$ cat src/rtl/ps2_rx_sched.sv
// PS/2 receive sequencer: arms the byte receiver, folds E0/F0 prefixes into key events, queues them.
// Optional PS2_ERR_CNT_EN: implements the saturating discarded-frame counter on err_cnt.
module ps2_rx_sched #(
   parameter int unsigned FIFO_DEPTH = 4,
   parameter int unsigned POLL_GAP   = 8
) (
   input  logic       clock_quarter,
   input  logic       reset,
   input  logic       rx_ready,
   input  logic       rx_faild,
   input  logic       rx_finish,
   input  logic [7:0] rx_data,
   output logic       rx_start,
   output logic       ev_valid,
   output logic [9:0] ev_data,
   input  logic       ev_ready,
   output logic [7:0] err_cnt,
   output logic       busy
);

   localparam int unsigned PTR_W = $clog2(FIFO_DEPTH);
   localparam int unsigned CNT_W = PTR_W + 1;
   localparam int unsigned EV_W  = 10;

   typedef enum logic [1:0] {S_IDLE, S_ARM, S_WAIT, S_GAP} state_t;

   state_t            state_q, state_d;
   logic              rx_start_d, busy_d, ev_valid_d;
   logic [EV_W-1:0]   ev_data_d, push_data;
   logic [7:0]        gap_q, gap_d;
   logic              ext_q, ext_d, brk_q, brk_d, err_flag_q, err_flag_d;
   logic [PTR_W-1:0]  wr_q, wr_d, rd_q, rd_d;
   logic [CNT_W-1:0]  cnt_q, cnt_d, cnt_left;
   logic              push, pop, err_inc;
   logic [EV_W-1:0]   mem [FIFO_DEPTH];

   assign push_data = {brk_q, ext_q, rx_data};
   assign pop       = ev_valid & ev_ready;

   // Next-state, reception classification and FIFO bookkeeping
   always_comb begin
      state_d    = state_q;
      rx_start_d = 1'b0;
      gap_d      = gap_q;
      ext_d      = ext_q;
      brk_d      = brk_q;
      err_flag_d = err_flag_q;
      push       = 1'b0;
      err_inc    = 1'b0;

      case (state_q)
         S_IDLE: begin
            if (cnt_q < CNT_W'(FIFO_DEPTH)) begin
               state_d    = S_ARM;
               rx_start_d = rx_ready;
            end
         end
         S_ARM: begin
            // The pulse is issued from ARM; once it is on the wire, move on.
            if (rx_start) state_d = S_WAIT;
            else          rx_start_d = rx_ready;
         end
         S_WAIT: begin
            if (rx_finish) begin
               state_d = S_GAP;
               gap_d   = 8'd0;
               if (rx_faild) begin
                  // idle timeout: nothing received, nothing changes
               end else if (err_flag_q) begin
                  err_flag_d = 1'b0;
                  ext_d      = 1'b0;
                  brk_d      = 1'b0;
                  err_inc    = 1'b1;
               end else if (rx_data == 8'hE0) begin
                  ext_d = 1'b1;
               end else if (rx_data == 8'hF0) begin
                  brk_d = 1'b1;
               end else begin
                  push  = 1'b1;
                  ext_d = 1'b0;
                  brk_d = 1'b0;
               end
            end else if (rx_faild) begin
               err_flag_d = 1'b1;
            end
         end
         S_GAP: begin
            if (gap_q == 8'(POLL_GAP - 1)) state_d = S_IDLE;
            else                          gap_d   = gap_q + 8'd1;
         end
         default: state_d = S_IDLE;
      endcase

      busy_d   = (state_d != S_IDLE);
      wr_d     = wr_q + PTR_W'(push);
      rd_d     = rd_q + PTR_W'(pop);
      cnt_d    = cnt_q + CNT_W'(push) - CNT_W'(pop);
      cnt_left = cnt_q - CNT_W'(pop);

      // Registered head: bypass the write when the FIFO is effectively empty
      ev_valid_d = (cnt_d != '0);
      ev_data_d  = '0;
      if (cnt_d != '0) begin
         if (cnt_left == '0) ev_data_d = push_data;
         else                ev_data_d = mem[rd_d];
      end
   end

   always_ff @(posedge clock_quarter) begin
      if (reset) begin
         state_q    <= S_IDLE;
         rx_start   <= 1'b0;
         busy       <= 1'b0;
         ev_valid   <= 1'b0;
         ev_data    <= '0;
         gap_q      <= '0;
         ext_q      <= 1'b0;
         brk_q      <= 1'b0;
         err_flag_q <= 1'b0;
         wr_q       <= '0;
         rd_q       <= '0;
         cnt_q      <= '0;
      end else begin
         state_q    <= state_d;
         rx_start   <= rx_start_d;
         busy       <= busy_d;
         ev_valid   <= ev_valid_d;
         ev_data    <= ev_data_d;
         gap_q      <= gap_d;
         ext_q      <= ext_d;
         brk_q      <= brk_d;
         err_flag_q <= err_flag_d;
         wr_q       <= wr_d;
         rd_q       <= rd_d;
         cnt_q      <= cnt_d;
      end
   end

   always_ff @(posedge clock_quarter) begin
      if (push) mem[wr_q] <= push_data;
   end

`ifdef PS2_ERR_CNT_EN
   logic [7:0] err_cnt_q;

   always_ff @(posedge clock_quarter) begin
      if (reset)                             err_cnt_q <= 8'd0;
      else if (err_inc && err_cnt_q != 8'hFF) err_cnt_q <= err_cnt_q + 8'd1;
   end

   assign err_cnt = err_cnt_q;
`else
   logic unused_err_inc;

   assign unused_err_inc = err_inc;
   assign err_cnt        = 8'h00;
`endif

endmodule

$ cat config.mk
export PLATFORM = sky130hd
export DESIGN_NAME = ps2_rx_sched
export DESIGN_NICKNAME = d
export VERILOG_FILES = /design/src/rtl/ps2_rx_sched.sv
export SDC_FILE = /design/constraint.sdc
export NUM_CORES = 1
export LEC_CHECK = 0
export CORE_MARGIN = 5
export CORE_UTILIZATION = 50
export CTS_CLUSTER_DIAMETER = 50
export DETAILED_ROUTE_END_ITERATION = 16
export PLACE_DENSITY = 0.72
export RECOVER_POWER = 50
export SYNTH_ARGS = -nofsm -noshare
export SYNTH_HDL_FRONTEND = slang
export SYNTH_SLANG_ARGS = --single-unit
$ cat constraint.sdc
create_clock -name clock_quarter -period 3.4 [get_ports clock_quarter]
set_input_delay 0.68 -clock clock_quarter [delete_from_list [all_inputs] [get_ports clock_quarter]]
set_output_delay 0.68 -clock clock_quarter [all_outputs]
set_load 0.02 [all_outputs]
Yosys cells after proc, flatten, opt, wreduce, memory -nomap -nowiden. Memories as Yosys holds them, arrays and structs flattened. Index checks and enable logic that the tools add are counted.

Reduce and logical (&&, ||, !) cells: 11. $add $sub $neg: 6. Magnitude comparators: 1. Muxes and demuxes: 29. Equality and inequality tests: 11. Bitwise logic cells: 3.

Operator list (number): $mux 1 (19); $eq 8x8->1 const B (2); $mux 8 (2); $pmux 8 s2 (1); $mux 10 (1); $add 8x1->8 const B (1); $eq 8x3->1 const B (1); $mux 2 (4); $ne 2x2->1 const B (4); $pmux 2 s4 (1); $reduce_and 4->1 (2); $reduce_and 3->1 (2); $reduce_bool 2->1 (3); $sub 3x1->3 (2); $add 2x1->2 (2); $eq 2x2->1 const B (2); $add 3x1->3 (1); $logic_not 3->1 (1); $lt 3x3->1 const B (1); $ne 3x3->1 const B (1); $reduce_bool 3->1 (1); $eq 2x1->1 const B (1); $logic_not 2->1 (1); $not 1->1 (2); 3 further kinds (3).

Flip-flop bits (word level): 33. Bits in writable memories: 40. Output and inout bits: 21. Memories kept: 1. Word-level logic and storage cells: 74.

Memories: mem (words 4, width 10, read ports 1, clocked after memory_dff 0, write ports 1, RTL line 35) `logic [EV_W-1:0] mem [FIFO_DEPTH];`.

Logic depth before layout (Yosys ltp). Gate-level depths: netlist (run 1).

Word-level depth: 12. Mapped depth: 13. Depth with buffers taken out: 11.

Least setup slack after synthesis (run 1). OpenSTA, ideal clock, no wires.

Path type: input to register. Start: input port rx_data[1]. End: register ev_data[0]. Setup slack: 32 ps. Stages on the path: 13. Arrival: 3236 ps. Required time: 3268 ps. Path buffers: 2. Path through: nor4_1 -> and4_1 -> or4_1 -> clkbuf_1 -> ha_1 -> inv_1 -> ha_1 -> fa_1 -> xnor2_1 -> xnor2_1 -> o31ai_1 -> clkbuf_1 -> nor3_1.

Longest elaborated chain between the ends: 12.

Ends and longest elaborated chain: start: declaration (RTL line 12) `input logic [7:0] rx_data,`; $eq 8x8->1 (RTL line 76) `end else if (rx_data == 8'hF0) begin`; $mux 1 (RTL line 76); $mux 1 (*) (RTL line 74) `end else if (rx_data == 8'hE0) begin`; $mux 1 (*) (RTL line 69) `end else if (err_flag_q) begin`; $mux 1 (*) (RTL line 67) `if (rx_faild) begin`; $mux 1 (*) (RTL line 64) `if (rx_finish) begin`; $mux 1 (*) (RTL line 51) `case (state_q)`; $add 3x1->3 (*) (RTL line 97) `cnt_d = cnt_q + CNT_W'(push) - CNT_W'(pop);`; $sub 3x1->3 (*) (RTL line 97); $reduce_bool 3->1 (*) (RTL line 103) `if (cnt_d != '0) begin`; $not 1->1 (no source line) (*); $reduce_or 2->1 (no source line) (*); end signal: assignment (RTL line 128) `ev_data <= ev_data_d;`; end: declaration (RTL line 15) `output logic [9:0] ev_data,`.

Every way passes the cells marked *; elsewhere a longest branch is shown, timed or not. A chain may end at the register's enable or synchronous reset.

Worst setup path after layout (run 1).
Start: input port rx_data[6]. End: register ev_data[1].

Same word-level chain as after synthesis.

==> results of run 1 <==
-- layout make-up --
cell class / instances / area (um2)
sequential: 73 / 1860
multi-input combinational: 139 / 1080
tap: 75 / 93.8
timing repair buffer: 45 / 372
fill: 481 / 2230
clock buffer: 11 / 131
inverter: 10 / 37.5
clock inverter: 5 / 80.1
-- per-stage QoR --
stage,worst slack [ps],util (%)
6_report,123,62.1
2_1_floorplan,32.1,-
4_1_cts,27.2,62.6
5_1_grt,18.8,62.1
3_3_place_gp,-305,58.2
3_5_place_dp,-410,58.2
-- worst max-delay path: cells and delay by family --
kind | cells | cell delay, ps
AND/OR/NAND/NOR | 3 | 760
adder cells (fa/ha/maj) | 3 | 820
XOR/XNOR | 2 | 310
AO/OA/AOI/OAI | 1 | 250
buffers and inverters | 3 | 690
-- registers in the layout, indices dropped and copies added, names as in the netlist --
name and flops:
cnt_q 3, rd_q 2, ev_data 10, rx_start 1
mem 40, gap_q 8, ev_valid 1, brk_q 1
busy 1, wr_q 2, ext_q 1, err_flag_q 1
state_q 2
-- metal layers --
metal  track usage [%]  vias up  wire length (um)
met1              21.0      896              2610
met5                 0        -                 0
met3              4.52       10               239
met2              24.3       33              2700
met4              8.79        0               142
li1                  -      913                 -
-- worst max-delay path by stage --
stage                           from    endpoint  slack (ps)  cells after the start
after floorplan           rx_data[1]  ev_data[0]          30                     13
after global placement    rx_data[2]  ev_data[8]        -300                     13
after detailed placement  rx_data[5]  ev_data[8]        -410                     12
after CTS                 rx_data[2]  ev_data[1]          30                     13
after global routing      rx_data[6]  ev_data[2]          20                     12
final                     rx_data[6]  ev_data[1]         120                     12
-- power groups by stage --
stage	sequential, W	combinational [W]	clock [W]
floorplan	0.00113	0.000468	0
global placement	0.00108	0.000750	0
detailed placement	0.00108	0.000764	0
CTS	0.00106	0.000811	0.000740
global route	0.00107	0.000894	0.000780
finish	0.00106	0.000808	0.000720
-- cell families (layout without fill, tap and decap cells) --
group                      after synthesis  in the layout  share of synthesized area, %
other                                    1              8                         0.124
adders and majority gates                7              7                          3.16
buffers and inverters                   27             71                          4.57
DFF                                     73             73                          61.8
AOI/OAI and AO/OA                       17             17                          4.82
muxes                                   10             10                          7.48
and+or+nand+nor                         87             87                          15.2
xor gates and xnor gates                10             10                          2.91
-- cell usage in the layout (no fill, tap or decap), types with 3 or more instances in the layout --
cell             instances
nor3_1                  14
o21ai_0                  3
ha_1                     5
xor2_1                   4
xnor2_1                  4
clkbuf_8                 9
nand2_1                  8
nor2_1                  31
clkdlybuf4s25_1          5
dlygate4sd3_1            9
clkdlybuf4s50_1         11
a21oi_1                  4
buf_4                   11
dfxtp_1                 33
edfxtp_1                40
nand3_1                  6
and2_1                   4
mux4_2                  10
nor2b_1                  4
conb_1                   8
clkbuf_1                10
inv_1                    9
-- what timing repair did --
item,in CTS,in global routing
pin swaps,6,6
gates cloned,1,0
endpoints found under the hold margin,0,0
hold buffers,0,0
gates resized for setup,9,7
setup endpoints to repair,10,11
==> impl_metrics.ini, run 1 <==
[power]
pwr-share-seq_pct = 41.0
irDropWorstVdd_mv = 0.362
p_sw_share_pct = 30.7
power.internal_w = 0.00180
p_per_area_nw_per_um2 = 709
leakage_nw = 1.31
power_w = 0.00259
switchingPower_w = 0.000794
clkPwrFrac_pct = 27.8
p_comb_share_pct = 31.2

[die]
boundaryPins = 35
start_util_pct = 51.2
dieArea_um2 = 7680
num_rows = 28
fp.dieH_um = 87.6
fp.dieW_um = 87.6
coreArea_um2 = 5890

[sta]
fmax_ghz = 0.305
skew_ps = 5.44
finalSetupTns_ps = 0
setup_viol = 0
hold_viol = 0
max_slew_margin_pct = 54.9
holdWs_ps = 497
rsz0062_at_grt = no
timing.final.crit_share_pct = 96.4
worstMarginPinSlew_ps = 676
finalMaxSlewViolations = 0
layout_min_cycle_time_ps = 3280

[critical_path]
path_common_cell = xnor2_2
worst_ep_arrival_time_ps = 3510
reg2reg_from = state_q[0]
path_cells = clkdlybuf4s50_1, and4_1, or4_4, ha_4, inv_1, ha_1, fa_2, xnor2_2, xnor2_2, o31ai_2, buf_4, nor3_1
critical_path_peak_fanout = 6
slowest_stage = or4_4
reg2reg_depth = 11
r2r_end = ev_data[1]
slowest_delay_ps = 510
crit_required_ps = 3630
criticalPathCategory = in -> reg
endpoint_kind = register
rrSetupSlack_ps = 570
crit_path_start_kind = primary input

[logic_synthesis]
synth_top_cells_by_count = edfxtp_1, dfxtp_1, nor2_1
ys_types = 44
syn_avg_cell_area_um2 = 13.0
yosysWarnings = 0
synth-async-reset-ratio_pct = 0
synth_seq_area_share_pct = 61.8
syn_area_um2 = 3010
syn_inst = 232
synth_top_cell_by_area = edfxtp_1
synth.area.top_cells = edfxtp_1, dfxtp_1, mux4_2
synth_top_area_share_pct = 39.9
synth-seq-cells = 73
synth-edff-count = 40
synth_most_common_cell = edfxtp_1
synthFlopType = edfxtp_1

[flow_run]
cap_violations = 0

[cts]
cts_buffers = 9
clkTransAtPathRegs_ps = 70
clk_path_buf_depth = 2
cts_num_sinks = 73
tritoncts = yes
post_cts_buffers = 0
cts_root_buffer = clkbuf_8
htreeDepth = 3
insertion_delay_ps = 340

[grt]
grt_pass1_vias = 1766
overflow = 0
antenna_found_initial = 0
grt_pass1_wl_um = 8910
grt_max_degree = 15
grtUsageTotal_pct = 16.1

[placed_design]
port-buffer-count = 26
dp_hpwl_um = 3760
placed_cells = 341
place.gp.congestion = 0.782
place_area_um2 = 3430

[cells_and_area]
drive_gt1_share_pct = 17.0
n_antenna_cell = 0
final_cell_area_um2 = 3650
layout.nets = 299
final_cells = 358
area_delta_synth_final_pct = 21.3

[detailed_routing]
drt-initial-drc-count = 82
vias_per_cell = 5.17
detail_route.wl_per_cell_um = 15.9
drt-total-wl_um = 5690
via_count = 1852
postRouteAntennaNets = 0
first_pass_iters = 4
drc = 0

[min_path]
hp-start = err_flag_q
hold_class = reg -> reg
hold_end = err_flag_q
hold_depth = 2

[status]
status = finished, final reports clean
Power figures use the tool's default switching activity.
==> run 2, diff against run 1 <==
--- a/config.mk
+++ b/config.mk
@@ -5,12 +5,14 @@
 export SDC_FILE = /design/constraint.sdc
 export NUM_CORES = 1
 export LEC_CHECK = 0
+export CORE_ASPECT_RATIO = 1.25
 export CORE_MARGIN = 5
 export CORE_UTILIZATION = 50
 export CTS_CLUSTER_DIAMETER = 50
 export DETAILED_ROUTE_END_ITERATION = 16
 export PLACE_DENSITY = 0.72
 export RECOVER_POWER = 50
+export SLEW_MARGIN = 20
 export SYNTH_ARGS = -nofsm -noshare
 export SYNTH_HDL_FRONTEND = slang
 export SYNTH_SLANG_ARGS = --single-unit
==> run 2 against run 1 <==
  * First-iteration DRC count up 100%
  * Clock skew up 0.72 ps
  * Global-route usage up 0.26 points
  * Sequential power about the same
  * Critical path depth unchanged
  * Non-clock buffer count up 2
  * Clock-buffer cell count down 1
  * Combinational power up 1%
  * Final cell count down 2.0%
  * Sequential share of layout area up 0.21 points
  * Via count up 0.43%
  * Sequential cell count unchanged
  * Critical endpoint is now ev_data[4]
==> impl_metrics.ini, run 2 (synthesized netlist as in run 1, its figures left out) <==
[critical_path]
crit_path_start_kind = primary input
reg2reg_depth = 11
reg2reg_from = state_q[1]
rrSetupSlack_ps = 470
r2r_end = ev_data[4]
criticalPathCategory = in -> reg
critical_path_peak_fanout = 6
crit_required_ps = 3630
worst_ep_arrival_time_ps = 3530
endpoint_kind = register

[placed_design]
dp_hpwl_um = 3840
placed_cells = 334
place.gp.congestion = 0.775
place_ws_ps = -439
port-buffer-count = 26

[min_path]
hold_end = err_flag_q
hp-start = err_flag_q
hold_depth = 2
hold_class = reg -> reg

[grt]
antenna_found_initial = 0
grt_pass1_vias = 1951
overflow = 0
grt_pass1_wl_um = 9680
grt_max_degree = 15
grtUsageTotal_pct = 16.4

[die]
start_util_pct = 51.8
num_rows = 31
fp.dieW_um = 79.4
coreArea_um2 = 5820
boundaryPins = 35
dieArea_um2 = 7690
fp.dieH_um = 96.8

[sta]
fmax_ghz = 0.303
setup_viol = 0
timing.final.crit_share_pct = 97.1
layout_min_cycle_time_ps = 3300
rsz0062_at_grt = no
holdWs_ps = 502
finalMaxSlewViolations = 0
hold_viol = 0
worstMarginPinSlew_ps = 622
timing.final.ws_setup_ps = 97.0
max_slew_margin_pct = 58.5
skew_ps = 6.16

[detailed_routing]
drt-initial-drc-count = 166
drt-total-wl_um = 5640
postRouteAntennaNets = 0
vias_per_cell = 5.30
first_pass_iters = 4
detail_route.wl_per_cell_um = 16.1
via_count = 1860
drc = 0

[power]
p_per_area_nw_per_um2 = 714
leakage_nw = 1.33
power.internal_w = 0.00181
pwr-share-seq_pct = 41.0
clkPwrFrac_pct = 27.5
p_sw_share_pct = 30.5
switchingPower_w = 0.000793
p_comb_share_pct = 31.5
irDropWorstVdd_mv = 0.378

[cells_and_area]
fill_cells = 475
top_register = mem
final_cell_mix = edfxtp_1, dfxtp_1, nor2_1, nor3_1, clkdlybuf4s50_1
area_delta_synth_final_pct = 20.8
postLayoutCoreUtil_pct = 62.5
drive_gt1_share_pct = 17.2
final_cells = 351
largest_reg_flops = 40
layout_commonest_cell = edfxtp_1
largest_registers = mem x40, ev_data x10, gap_q x8
n_antenna_cell = 0
layout.nets = 301

[cts]
cts_num_sinks = 73
cts_buffers = 9
insertion_delay_ps = 340
htreeDepth = 3
tritoncts = yes
clk_path_buf_depth = 2
cts_root_buffer = clkbuf_8
post_cts_buffers = 0
clkTransAtPathRegs_ps = 70
hold_buffers = 0

[flow_run]
cap_violations = 0

[status]
status = finished, final reports clean
## run 2: changes by cell type in the layout (fill, tap and decap cells not counted), sizes merged
cell           previous run  this run
clkinv                    2         4
clkdlybuf4s50            11        13
buf                      11        12
clkinvlp                  1         0
dlygate4sd3               9         8
clkdlybuf4s25             5         1
dlygate4sd2               1         4
## run 2: metal layers
metal	track usage [%]	share of wire, %
met5	0	0
met4	7.28	1.6
met3	3.72	4.2
met2	26.1	50
met1	21.0	44
## run 2: repair_timing
action                     CTS  global route
cloned                       1             0
setup endpoints to repair    6            11
resized for setup           14             3
pin swaps                    5             1
## run 2: worst max-delay path by stage
stage,start,end,cells after the start
global route,rx_data[5],ev_data[4],12
CTS,rx_data[7],ev_data[4],12
detailed placement,rx_data[0],ev_data[8],13
finish,rx_data[5],ev_data[4],12
floorplan,rx_data[1],ev_data[0],13
global placement,rx_data[3],ev_data[3],13
## run 2: critical path, stage by stage
cell and delay [ps]:
clkdlybuf4s50_1 430, and4_4 210, or4_4 480, ha_1 280
inv_1 40, ha_2 170, fa_2 370, xnor2_2 160
xnor2_2 150, o31ai_2 280, buf_4 220, nor3_1 60
## run 2: stage by stage
stage	area [um2]	setup TNS [ps]	power (W)
CTS	3680	0	0.00262
global route	3640	0	0.00277
global placement	3430	-3790	0.00184
finish	3640	0	0.00260
detailed placement	3430	-4070	0.00185
floorplan	3040	0	0.00160
## run 2: power groups by stage
stage | registers (W) | logic (W) | clock network, W
6_report | 0.00107 | 0.000820 | 0.000714
3_5_place_dp | 0.00109 | 0.000767 | 0
5_1_grt | 0.00108 | 0.000913 | 0.000777
2_1_floorplan | 0.00113 | 0.000468 | 0
4_1_cts | 0.00107 | 0.000829 | 0.000725
3_3_place_gp | 0.00109 | 0.000753 | 0
## run 2: final cells by class
type,instances,area (um2),area share (%)
multi-input combinational,139,1070,29.3
sequential,73,1860,51.2
tap,66,82.6,2.27
clock buffer,10,128,3.51
clock inverter,6,82.6,2.27
timing repair buffer,47,379,10.4
inverter,10,37.5,1.03
